File: config.mk
export PLATFORM = sky130hd
export DESIGN_NAME = dmem_access_ctrl_flat
export DESIGN_NICKNAME = d
export VERILOG_FILES = /design/src/rtl/dmem_access_ctrl_if.sv /design/src/rtl/dmem_access_ctrl.sv /design/src/flat_wrapper.sv
export SDC_FILE = /design/constraint.sdc
export NUM_CORES = 1
export LEC_CHECK = 0
export BUFFER_PORTS_ARGS = -buffer_cell sky130_fd_sc_hd__buf_2
export CAP_MARGIN = 20
export CORE_AREA = 2 2 181 183
export CTS_CLUSTER_SIZE = 20
export DETAILED_ROUTE_END_ITERATION = 7
export DIE_AREA = 0 0 183 185
export PLACE_DENSITY = 0.57
export SYNTH_ARGS = -nofsm -noshare
export SYNTH_HDL_FRONTEND = slang
export SYNTH_SLANG_ARGS = --single-unit
export TNS_END_PERCENT = 10
File: constraint.sdc
create_clock -name clk -period 2.06 [get_ports clk]
set_input_delay 0.103 -clock clk [delete_from_list [all_inputs] [get_ports clk]]
set_output_delay 0.103 -clock clk [all_outputs]
set_load 0.02 [all_outputs]
File: src/rtl/dmem_access_ctrl_if.sv
// Pipeline-side and data-memory-side signals of the memory-stage access controller.
// master: the controller. slave: the pipeline and memory responder that surround it.
interface dmem_access_ctrl_if;
  logic        start;
  logic [3:0]  icode;
  logic [63:0] valE;
  logic [63:0] valA;
  logic [63:0] valP;
  logic        busy;
  logic        done;
  logic [63:0] valM;
  logic        dmemerror;
  logic        mem_req;
  logic        mem_we;
  logic [63:0] mem_addr;
  logic [63:0] mem_wdata;
  logic        mem_ack;
  logic [63:0] mem_rdata;
  logic        mem_err;

  modport master (
    input  start, icode, valE, valA, valP, mem_ack, mem_rdata, mem_err,
    output busy, done, valM, dmemerror, mem_req, mem_we, mem_addr, mem_wdata
  );

  modport slave (
    output start, icode, valE, valA, valP, mem_ack, mem_rdata, mem_err,
    input  busy, done, valM, dmemerror, mem_req, mem_we, mem_addr, mem_wdata
  );
endinterface

File: src/rtl/dmem_access_ctrl.sv
// dmem_access_ctrl: Y86-64 memory-stage initiator for a req/ack data memory.
// Decodes icode into read/write, picks address/write data, runs one request to the
// responder and reports valM and dmemerror with a one-cycle done pulse.
// Optional feature macro: DMEM_TIMEOUT_EN (abandons a request after TIMEOUT_CYCLES
// cycles without ack and flags an error).
//
// state    | meaning
// S_IDLE   | waiting for start; decode and range-check the operation
// S_ACCESS | mem_req held high, waiting for mem_ack (or timeout)
// S_DONE   | done pulse; valM/dmemerror valid
module dmem_access_ctrl #(
  parameter logic [63:0] ADDR_LIMIT     = 64'd8192,
  parameter int          TIMEOUT_CYCLES = 16
) (
  input  logic               clk,
  input  logic               rst_n,
  dmem_access_ctrl_if.master bus
);

  typedef enum logic [1:0] {
    S_IDLE   = 2'd0,
    S_ACCESS = 2'd1,
    S_DONE   = 2'd2
  } state_t;

  state_t      r_state;
  state_t      w_state_nxt;

  logic        w_is_wr;
  logic        w_is_rd;
  logic        w_is_mem;
  logic        w_addr_ok;
  logic [63:0] w_addr;
  logic [63:0] w_wdata;
  logic        w_ack;
  logic        w_tmo;

  logic        r_mem_req;
  logic        r_mem_we;
  logic [63:0] r_mem_addr;
  logic [63:0] r_mem_wdata;
  logic [63:0] r_valM;
  logic        r_dmemerror;

  // Decode icode into direction, address source and write-data source.
  always_comb begin
    w_is_wr = 1'b0;
    w_is_rd = 1'b0;
    w_addr  = 64'd0;
    w_wdata = 64'd0;
    case (bus.icode)
      4'h4, 4'hA: begin
        w_is_wr = 1'b1;
        w_addr  = bus.valE;
        w_wdata = bus.valA;
      end
      4'h8: begin
        w_is_wr = 1'b1;
        w_addr  = bus.valE;
        w_wdata = bus.valP;
      end
      4'h5: begin
        w_is_rd = 1'b1;
        w_addr  = bus.valE;
      end
      4'h9, 4'hB: begin
        w_is_rd = 1'b1;
        w_addr  = bus.valA;
      end
      default: ;
    endcase
  end

  assign w_is_mem  = w_is_wr | w_is_rd;
  assign w_addr_ok = (w_addr < ADDR_LIMIT);
  // An ack only counts while a request is outstanding.
  assign w_ack     = bus.mem_ack & r_mem_req;

`ifdef DMEM_TIMEOUT_EN
  localparam int CW = (TIMEOUT_CYCLES > 2) ? $clog2(TIMEOUT_CYCLES) : 1;
  localparam logic [CW-1:0] TMO_LOAD = CW'(TIMEOUT_CYCLES - 1);

  logic [CW-1:0] r_tmo_cnt;

  // Down-counter reloaded in IDLE; reaching zero in ACCESS means the request has
  // been high for TIMEOUT_CYCLES cycles.
  always_ff @(posedge clk or negedge rst_n) begin
    if (!rst_n) begin
      r_tmo_cnt <= '0;
    end else if (r_state == S_IDLE) begin
      r_tmo_cnt <= TMO_LOAD;
    end else if (r_state == S_ACCESS && r_tmo_cnt != '0) begin
      r_tmo_cnt <= r_tmo_cnt - 1'b1;
    end
  end

  assign w_tmo = (r_state == S_ACCESS) && (r_tmo_cnt == '0) && !w_ack;
`else
  assign w_tmo = 1'b0;
`endif

  // State register.
  always_ff @(posedge clk or negedge rst_n) begin
    if (!rst_n) r_state <= S_IDLE;
    else        r_state <= w_state_nxt;
  end

  // Next-state logic; start is only looked at in IDLE.
  always_comb begin
    w_state_nxt = r_state;
    case (r_state)
      S_IDLE: begin
        if (bus.start) begin
          if (w_is_mem && w_addr_ok) w_state_nxt = S_ACCESS;
          else                       w_state_nxt = S_DONE;
        end
      end
      S_ACCESS: begin
        if (w_ack || w_tmo) w_state_nxt = S_DONE;
      end
      S_DONE:  w_state_nxt = S_IDLE;
      default: w_state_nxt = S_IDLE;
    endcase
  end

  // Registered request, result and error; bus fields keep their last value after
  // completion and are qualified by mem_req only.
  always_ff @(posedge clk or negedge rst_n) begin
    if (!rst_n) begin
      r_mem_req   <= 1'b0;
      r_mem_we    <= 1'b0;
      r_mem_addr  <= 64'd0;
      r_mem_wdata <= 64'd0;
      r_valM      <= 64'd0;
      r_dmemerror <= 1'b0;
    end else begin
      case (r_state)
        S_IDLE: begin
          if (bus.start) begin
            if (w_is_mem && w_addr_ok) begin
              r_mem_req   <= 1'b1;
              r_mem_we    <= w_is_wr;
              r_mem_addr  <= w_addr;
              r_mem_wdata <= w_wdata;
              r_dmemerror <= 1'b0;
            end else begin
              r_dmemerror <= w_is_mem;
            end
          end
        end
        S_ACCESS: begin
          if (w_ack) begin
            r_mem_req   <= 1'b0;
            r_dmemerror <= bus.mem_err;
            if (!r_mem_we && !bus.mem_err) r_valM <= bus.mem_rdata;
          end else if (w_tmo) begin
            r_mem_req   <= 1'b0;
            r_dmemerror <= 1'b1;
          end
        end
        default: ;
      endcase
    end
  end

  assign bus.busy      = (r_state != S_IDLE);
  assign bus.done      = (r_state == S_DONE);
  assign bus.valM      = r_valM;
  assign bus.dmemerror = r_dmemerror;
  assign bus.mem_req   = r_mem_req;
  assign bus.mem_we    = r_mem_we;
  assign bus.mem_addr  = r_mem_addr;
  assign bus.mem_wdata = r_mem_wdata;

endmodule
File: src/flat_wrapper.sv
// flat-port wrapper written by rule: the top's interface ports become plain ports
module dmem_access_ctrl_flat 
#(
  parameter logic [63:0] ADDR_LIMIT     = 64'd8192,
  parameter int          TIMEOUT_CYCLES = 16
)
  (clk, rst_n, bus_start, bus_icode, bus_valE, bus_valA, bus_valP, bus_mem_ack, bus_mem_rdata, bus_mem_err, bus_busy, bus_done, bus_valM, bus_dmemerror, bus_mem_req, bus_mem_we, bus_mem_addr, bus_mem_wdata);
  dmem_access_ctrl_if bus_i ();
  input  logic clk;
  input  logic rst_n;
  input wire logic [$bits(bus_i.start)-1:0] bus_start;
  input wire logic [$bits(bus_i.icode)-1:0] bus_icode;
  input wire logic [$bits(bus_i.valE)-1:0] bus_valE;
  input wire logic [$bits(bus_i.valA)-1:0] bus_valA;
  input wire logic [$bits(bus_i.valP)-1:0] bus_valP;
  input wire logic [$bits(bus_i.mem_ack)-1:0] bus_mem_ack;
  input wire logic [$bits(bus_i.mem_rdata)-1:0] bus_mem_rdata;
  input wire logic [$bits(bus_i.mem_err)-1:0] bus_mem_err;
  output wire logic [$bits(bus_i.busy)-1:0] bus_busy;
  output wire logic [$bits(bus_i.done)-1:0] bus_done;
  output wire logic [$bits(bus_i.valM)-1:0] bus_valM;
  output wire logic [$bits(bus_i.dmemerror)-1:0] bus_dmemerror;
  output wire logic [$bits(bus_i.mem_req)-1:0] bus_mem_req;
  output wire logic [$bits(bus_i.mem_we)-1:0] bus_mem_we;
  output wire logic [$bits(bus_i.mem_addr)-1:0] bus_mem_addr;
  output wire logic [$bits(bus_i.mem_wdata)-1:0] bus_mem_wdata;
  assign bus_i.start = bus_start;
  assign bus_i.icode = bus_icode;
  assign bus_i.valE = bus_valE;
  assign bus_i.valA = bus_valA;
  assign bus_i.valP = bus_valP;
  assign bus_i.mem_ack = bus_mem_ack;
  assign bus_i.mem_rdata = bus_mem_rdata;
  assign bus_i.mem_err = bus_mem_err;
  assign bus_busy = bus_i.busy;
  assign bus_done = bus_i.done;
  assign bus_valM = bus_i.valM;
  assign bus_dmemerror = bus_i.dmemerror;
  assign bus_mem_req = bus_i.mem_req;
  assign bus_mem_we = bus_i.mem_we;
  assign bus_mem_addr = bus_i.mem_addr;
  assign bus_mem_wdata = bus_i.mem_wdata;
  dmem_access_ctrl #(.ADDR_LIMIT(ADDR_LIMIT), .TIMEOUT_CYCLES(TIMEOUT_CYCLES)) u_core (.clk(clk), .rst_n(rst_n), .bus(bus_i));
endmodule
==> results of run 1 <==
-- routing by layer --
layer | track usage (%) | part of all wire [%] | up-vias | wire, um
met2 | 29.2 | 53 | 282 | 14800
met3 | 3.01 | 5.4 | 22 | 1530
met1 | 19.0 | 40 | 3401 | 11300
li1 | - | - | 3286 | -
met4 | 4.58 | 1.5 | 0 | 413
met5 | 0 | 0 | - | 0
-- worst max-delay path, cell delays in order --
cell     delay (ns)
buf_2          0.12
nor4_1         0.38
nand4_1        0.23
buf_4          0.20
o41ai_2        0.37
nand4_1        0.18
buf_4          0.24
buf_12         0.17
mux2_4         0.30
-- cell usage after synthesis, drive strengths merged --
cell type | instances | area (um2)
mux2 | 144 | 1800
nor2 | 5 | 18.8
or3b | 1 | 8.76
nand2 | 8 | 30.0
o41ai | 1 | 16.3
clkbuf | 22 | 82.6
nand3 | 1 | 5.00
buf | 13 | 98.8
a22o | 77 | 674
nor3 | 3 | 15.0
o21a | 1 | 7.51
nand4 | 6 | 37.5
o21bai | 1 | 7.51
a21oi | 3 | 15.0
or2 | 1 | 6.26
dfrtp | 197 | 4930
inv | 1 | 3.75
nor4 | 24 | 156
o31ai | 2 | 15.0
nand2b | 2 | 12.5
o21ai | 1 | 5.00
nor2b | 3 | 18.8
a31oi | 1 | 6.26
and2 | 53 | 332
nand4b | 1 | 8.76
-- power groups by stage --
stage	clock network, mW	registers (mW)	logic [mW]
after floorplan	0	5.29	0.682
after global placement	0	4.68	2.44
after detailed placement	0	4.69	2.46
after CTS	3.59	4.62	2.59
after global routing	3.74	4.68	2.74
final	3.47	4.62	2.57
-- state kept, by name, summed over array words and instances (netlist names) --
signal                cells
u_core.bus.mem_we         1
u_core.bus.mem_req        1
u_core.bus.mem_addr      64
u_core.bus.mem_wdata     64
u_core.r_state            2
u_core.bus.dmemerror      1
u_core.bus.valM          64
-- cell usage in the layout, fill, tap and decap left out, types with 3 or more instances in the layout --
master / count
a22o_1: 77
buf_2: 460
nor2b_1: 3
buf_12: 11
nand4_1: 6
buf_4: 43
nor2_1: 5
dlygate4sd3_1: 87
nand2_1: 8
and2_1: 53
nor4_1: 23
mux2_4: 48
mux2_2: 96
dfrtp_1: 197
inv_6: 5
clkbuf_16: 17
-- per-stage QoR --
step / cells / power (mW) / TNS [ns] / hold slack, ns
floorplan: 572 / 5.97 / 0 / -0.193
global placement: 1460 / 7.11 / -34.43 / 0.127
detailed placement: 1460 / 7.15 / -37.75 / 0.135
CTS: 1579 / 10.8 / 0 / 0.000496
global route: 1579 / 11.2 / 0 / 0.00593
finish: 1579 / 10.7 / 0 / 0.0236
-- what timing repair did --
| item | CTS | global route |
|---|---|---|
| gates resized for setup | 0 | 0 |
| endpoints found under the hold margin | 138 | 0 |
| hold buffers | 87 | 0 |
-- final timing paths --
path | startpoint | endpoint | cells past startpoint
max | bus_valA[41] | u_core.bus.mem_addr[7] | 9
min | bus_valP[12] | u_core.bus.mem_wdata[12] | 3
max reg2reg | u_core.r_state[1] | u_core.bus.mem_addr[7] | 6
min reg2reg | u_core.bus.mem_addr[25] | u_core.bus.mem_addr[25] | 1
max in group asynchronous | rst_n | u_core.bus.mem_wdata[15] | 3
min in group asynchronous | rst_n | u_core.bus.mem_wdata[38] | 2
-- kinds of logic (layout without fill, tap and decap cells) --
group                  Yosys count  count (layout)
AO/OA/AOI/OAI                   87              87
buffers and inverters           36             635
flip-flops                     197             197
multiplexers                   144             144
AND/OR/NAND/NOR                108             108
-- cell type report --
cell class / instances / area [um2]
clock buffers: 20 / 447
clock inverters: 12 / 159
fillers: 3064 / 19000
inverters: 1 / 3.75
multi-input cells: 339 / 3230
flip-flops and latches: 197 / 4930
well taps: 408 / 510
repair buffers: 602 / 3730
==> impl_metrics.yaml, run 1 <==
route:
  dr.first_iter.drc_count: 251
  drc: 0
  vias_per_cell: 4.43
  ant_nets: 0
  drtPass1Iterations: 4
  vias: 6991
  routed_wl_mm: 28.1
  wire_per_inst_um: 17.8
final_layout:
  n_antenna_cell: 0
  syn2layout_area_growth_pct: 56.5
  fin_util_pct: 40.6
  drive_gt1_share_pct: 59.4
  num-nets-final: 1423
  postLayoutCellArea_um2: 13000
timing:
  clock_skew_ns: 0.0134
  tightestPinTransition_ns: 0.525
  fin_crit_ns: 2.01
  max_freq_ghz: 0.496
  drv_slew: 0
  fin_ws_ns: 0.0450
  min_period_over_period_pct: 97.8
  max-slew-margin-rel_pct: 65.0
  hold_viol_final: 0
  rsz0062_at_grt: "false"
  finalSetupViolCount: 0
clock_tree:
  clk_path_buf_depth: 2
  worstSkewPairLatency_ns: 0.43
  htreeDepth: 4
  clock-sinks: 197
  cts_setup_buffers: 0
  root_buffer: "clkbuf_16"
  cts_tree: "done"
  cts_buffers: 17
  clk_pin_slew_ns: 0.08
floorplanning:
  core-area_um2: 32000
  fp.dieH_um: 185
  dieArea_um2: 33900
  die_x_um: 183
  fp-row-count: 66
  initial_core_util_pct: 25.9
  io_pins: 462
power:
  ir_drop_uv: 516
  power_density_nw_per_um2: 819
  power_frac_seq_pct: 43.4
  p_sw_share_pct: 30.3
  p_sw_mw: 3.23
  p_leak_nw: 7.24
  pwr-share-clk_pct: 32.6
  internal_power_mw: 7.43
  p_comb_share_pct: 24.1
synth:
  synthesis.area_um2: 8310
  synth_cell_types: 30
  synth_top_family_by_area: "multiplexers"
  synthCells: 572
  synthXorXnorAreaFrac_pct: 0
  synth-compound-area-share_pct: 8.99
  synthAdderAreaFrac_pct: 0
  synthSimpleGateAreaFrac_pct: 7.81
  synth_area_per_cell_um2: 14.5
  yosysSeqAreaShare_pct: 59.3
  synth_seq_cells: 197
  syn_nets: 837
  synth_mux_area_share_pct: 21.7
  synth-warning-count: 0
grt:
  grt_pass1_wl_mm: 40.6
  grt_max_degree: 65
  grt_pass1_vias: 7058
  grt.total_usage_pct: 15.9
  grt-ovfl-total: 0
  antenna_found_initial: 0
critical_path:
  startpoint_type: "input pin"
  path_max_fanout: 23
  critPathKind: "in2reg"
  required_ns: 2.37
  critPathCaptureType: "flip-flop"
  r2r_slack_ns: 0.18
  cp.arrival_ns: 2.33
placement:
  pre_cts_slack_ns: -0.377
  place.gp.congestion: 0.833
  dpl_cell_area_um2: 11500
  dpl.hpwl_mm: 21.4
  io_buffers: 461
worst_hold_path:
  hold_path_class: "in2reg"
flow_run:
  drv_cap: 0
outcome:
  status: "finished clean"
Note: power is estimated with default switching activity, not from simulation.
==> run 2: changes to the inputs <==
GPL_ROUTABILITY_DRIVEN = 0   (was unset)
clock period = 1.7 ns   (was 2.06 ns; I/O delays follow)
==> impl_metrics.yaml, run 2 (synthesis results as in run 1) <==
floorplanning:
  die_x_um: 183
  fp-row-count: 66
  initial_core_util_pct: 25.9
  io_pins: 462
  dieArea_um2: 33900
  fp.dieH_um: 185
  core-area_um2: 32000
route:
  drtPass1Iterations: 4
  routed_wl_mm: 29.9
  wire_per_inst_um: 18.1
  vias_per_cell: 4.47
  drc: 0
  dr.first_iter.drc_count: 222
  vias: 7381
  ant_nets: 0
clock_tree:
  htreeDepth: 4
  clk_path_buf_depth: 2
  cts_buffers: 17
  root_buffer: "clkbuf_16"
  cts_tree: "done"
  worstSkewPairLatency_ns: 0.43
  clk_pin_slew_ns: 0.08
  clock-sinks: 197
power:
  p_sw_share_pct: 31.5
  p_comb_share_pct: 25.7
  pwr-share-clk_pct: 31.2
  power_density_nw_per_um2: 935
  internal_power_mw: 8.90
  p_sw_mw: 4.09
  p_leak_nw: 7.66
  power_frac_seq_pct: 43.2
  ir_drop_uv: 638
  fin_total_pwr_mw: 13.0
timing:
  tns_ns: -5.03
  rsz0062_at_grt: "true"
  drv_slew: 0
  fin_crit_ns: 1.78
  min_period_over_period_pct: 104
  tightestPinTransition_ns: 0.356
  clock_skew_ns: 0.0123
  max-slew-margin-rel_pct: 76.3
  finalSetupViolCount: 131
  fin_ws_ns: -0.0764
  max_freq_ghz: 0.563
  hold_viol_final: 0
critical_path:
  crit-reg2reg-launch: "u_core.r_state[1]"
  cp.arrival_ns: 2.10
  required_ns: 2.02
  startpoint_type: "flip-flop"
  r2r_slack_ns: -0.08
  critPathKind: "reg2reg"
  worstReg2RegEnd: "u_core.bus.valM[38]"
  rr_worst_depth: 6
  critPathCaptureType: "flip-flop"
  path_max_fanout: 14
final_layout:
  syn2layout_area_growth_pct: 67.2
  drive_gt1_share_pct: 59.7
  num-nets-final: 1496
  multi_input_area_um2: 3360
  final_cell_mix: "455 x buf_2, 197 x dfrtp_1, 126 x dlygate4sd3_1"
  final_common_cell: "buf_2"
  fillers: 2965
  seqCellArea_um2: 4930
grt:
  grt-ovfl-total: 0
  grt_pass1_vias: 7659
  grt_max_degree: 52
  grt_pass1_wl_mm: 42.8
  grt.total_usage_pct: 16.8
  antenna_found_initial: 1
placement:
  dpl.hpwl_mm: 22.3
  io_buffers: 461
worst_hold_path:
  holdPathStages: 3
  hold_end: "u_core.bus.mem_wdata[56]"
  hold_path_class: "in2reg"
  min-delay-start: "bus_valP[56]"
outcome:
  violations: "setup timing"
  status: "finished, violations left"
flow_run:
  drv_cap: 0
## run 2: power groups by stage
stage / clock network (mW) / registers [mW] / logic (mW)
6_report: 4.05 / 5.61 / 3.33
5_1_grt: 4.40 / 5.68 / 3.55
4_1_cts: 4.22 / 5.60 / 3.33
3_5_place_dp: 0 / 5.69 / 3.06
3_3_place_gp: 0 / 5.68 / 3.03
2_1_floorplan: 0 / 6.41 / 0.835
## run 2: worst max path at each step
stage	endpoint	start	cells after the start	slack (ns)
global route	u_core.bus.valM[47]	u_core.r_state[1]	6	-0.14
finish	u_core.bus.valM[38]	u_core.r_state[1]	6	-0.08
floorplan	u_core.bus.mem_addr[0]	bus_valA[54]	7	-0.08
global placement	u_core.bus.mem_wdata[61]	bus_valA[51]	10	-0.75
detailed placement	u_core.bus.mem_wdata[49]	bus_valA[51]	10	-0.76
CTS	u_core.bus.valM[43]	u_core.r_state[1]	6	-0.09
## run 2: area by class of cell
type,instances,area share (%)
tap,408,3.67
clock inverter,13,1.14
timing repair buffer,675,32.3
clock buffer,19,3.19
inverter,1,0.0270
multi-input combinational,339,24.1
antenna,1,0.0180
sequential,197,35.5
## run 2: routing by layer
metal	up-vias	global-route usage (%)	share of wire (%)
met3	43	4.78	7.5
met1	3566	18.7	39
met4	2	6.59	2.8
met2	332	30.3	51
met5	-	0	0.043
li1	3438	-	-
## run 2: stage by stage
step           instances  instance area, um2  hold WS, ns  util, %  setup slack [ns]
2_1_floorplan        572                8360       -0.211        -           -0.0751
3_3_place_gp        1491               11800       0.0436     36.9            -0.752
3_5_place_dp        1491               11800       0.0460     36.9            -0.757
4_1_cts             1651               13800     0.000347     43.1           -0.0942
5_1_grt             1652               13900      0.00488     43.4            -0.138
6_report            1653               13900       0.0183     43.4           -0.0764
## run 2: worst max-delay path: stages, from the launching register on
cell and delay [ns]:
dfrtp_1 0.40, buf_6 0.12, nand2b_4 0.14, nor4_4 0.25, buf_12 0.21, buf_12 0.17
mux2_2 0.35
## run 2: timing repair
action,4_1_cts,5_1_grt
gates resized for setup,18,19
setup endpoints to repair,130,166
buffers inserted,2,0
endpoints found under the hold margin,309,0
pin swaps,4,1
hold buffers,126,0
gates cloned,1,1
==> run 3: changes to the inputs <==
PLACE_DENSITY = 0.55   (was 0.57)
clock period = 2 ns   (was 1.7 ns; I/O delays follow)
==> impl_metrics.yaml, run 3 (synthesis results as in run 1) <==
outcome:
  status: "finished clean"
timing:
  rsz0062_at_grt: "false"
  whs_ns: 0.0211
  max_freq_ghz: 0.524
  tightestPinTransition_ns: 0.670
  clock_skew_ns: 0.0144
  drv_slew: 0
  max-slew-margin-rel_pct: 55.4
  min_period_over_period_pct: 95.4
  fin_crit_ns: 1.91
  hold_viol_final: 0
  finalSetupViolCount: 0
grt:
  grt_pass1_vias: 7071
  antenna_found_initial: 2
  grt_pass1_wl_mm: 40.1
  grt.total_usage_pct: 15.6
  grt-ovfl-total: 0
  grt_max_degree: 62
final_layout:
  final_common_cell: "buf_2"
  drive_gt1_share_pct: 59.0
  postLayoutCellArea_um2: 13000
  finalNonFillerCells: 1580
  num-nets-final: 1424
  final_cell_mix: "460 x buf_2, 197 x dfrtp_1, 96 x mux2_2"
  n_antenna_cell: 0
  syn2layout_area_growth_pct: 56.1
placement:
  io_buffers: 461
  dpl_cell_area_um2: 11500
  dpl.hpwl_mm: 20.9
  dp.cells: 1456
route:
  ant_nets: 0
  vias_per_cell: 4.44
  drc: 0
  dr.first_iter.drc_count: 279
  drtPass1Iterations: 4
  vias: 7021
  routed_wl_mm: 27.8
  wire_per_inst_um: 17.6
critical_path:
  rr_worst_depth: 5
  required_ns: 2.32
  critPathCaptureType: "flip-flop"
  crit_start: "bus_valA[29]"
  critPathKind: "in2reg"
  endpoint: "u_core.bus.mem_wdata[59]"
  crit-reg2reg-launch: "u_core.r_state[1]"
  r2r_slack_ns: 0.11
  worstReg2RegEnd: "u_core.bus.mem_wdata[59]"
  path_max_fanout: 40
  startpoint_type: "input pin"
  cp.arrival_ns: 2.22
clock_tree:
  root_buffer: "clkbuf_16"
  clk_pin_slew_ns: 0.08
  cts_tree: "done"
  cts_buffers: 17
  htreeDepth: 4
  clock-sinks: 197
  cts_resized: 0
  cts_setup_buffers: 0
  worstSkewPairLatency_ns: 0.44
  clk_path_buf_depth: 2
power:
  fin_total_pwr_mw: 10.8
  p_leak_nw: 7.22
  power_density_nw_per_um2: 832
  ir_drop_uv: 536
floorplanning:
  dieArea_um2: 33900
  io_pins: 462
  core-area_um2: 32000
  fp.dieH_um: 185
  die_x_um: 183
  fp-row-count: 66
  initial_core_util_pct: 25.9
flow_run:
  drv_cap: 0
worst_hold_path:
  hold_path_class: "in2reg"
-- run 3: changes by cell type in the layout (fill, tap and decap cells not counted), sizes merged --
cell / before / now
buf: 547 / 510
dlygate4sd3: 126 / 92
clkbuf: 21 / 18
clkinvlp: 0 / 3
clkinv: 7 / 5
diode: 1 / 0
inv: 7 / 8
-- run 3: area by class of cell --
type                       count  area [um2]
fill                        3082       19100
sequential                   197        4930
timing repair buffer         603        3720
multi-input combinational    339        3220
tap                          408         510
clock buffer                  17         425
clock inverter                15         161
inverter                       1        3.75
-- run 3: through the flow --
step                util [%]  TNS, ns  setup WS (ns)
finish                  40.5        0         0.0923
global route            40.5        0         0.0321
CTS                     40.5        0          0.109
detailed placement      35.8   -31.60         -0.343
global placement        35.8   -28.44         -0.340
floorplan                  -        0        0.00581
-- run 3: worst min-delay path by stage --
stage                     slack, ns                       end          from  depth (start not counted)
after floorplan               -0.20      u_core.bus.dmemerror         rst_n                          0
after global placement         0.14   u_core.bus.mem_addr[19]         rst_n                          1
after detailed placement       0.15   u_core.bus.mem_addr[18]         rst_n                          1
after CTS                   0.00008  u_core.bus.mem_wdata[55]  bus_valP[55]                          3
after global routing         0.0001    u_core.bus.mem_addr[4]   bus_valE[4]                          3
final                          0.02    u_core.bus.mem_addr[4]   bus_valE[4]                          3
-- run 3: what timing repair did --
item	in CTS	in global routing
setup endpoints to repair	0	0
hold endpoints to repair	145	1
hold buffers	91	1
-- run 3: worst max-delay path: stages --
cell and delay, ns:
buf_2 0.11, nor4_1 0.42, nand4_1 0.17, o41ai_2 0.49, nand4_1 0.17, buf_4 0.36
mux2_4 0.37
-- run 3: power breakdown --
group	leakage (nW)	internal [mW]	switching [mW]	total, mW
logic	4.24	1.23	1.42	2.65
registers	2.70	4.49	0.272	4.76
clock network	0.278	1.67	1.71	3.39
total	7.22	7.39	3.40	10.8
-- run 3: metal layers --
metal	share of wire [%]	vias up	GRT usage [%]
met5	0.047	-	0
met4	1.7	2	5.34
met3	6.4	29	3.83
met2	51	290	27.8
met1	40	3416	18.3
li1	-	3284	-
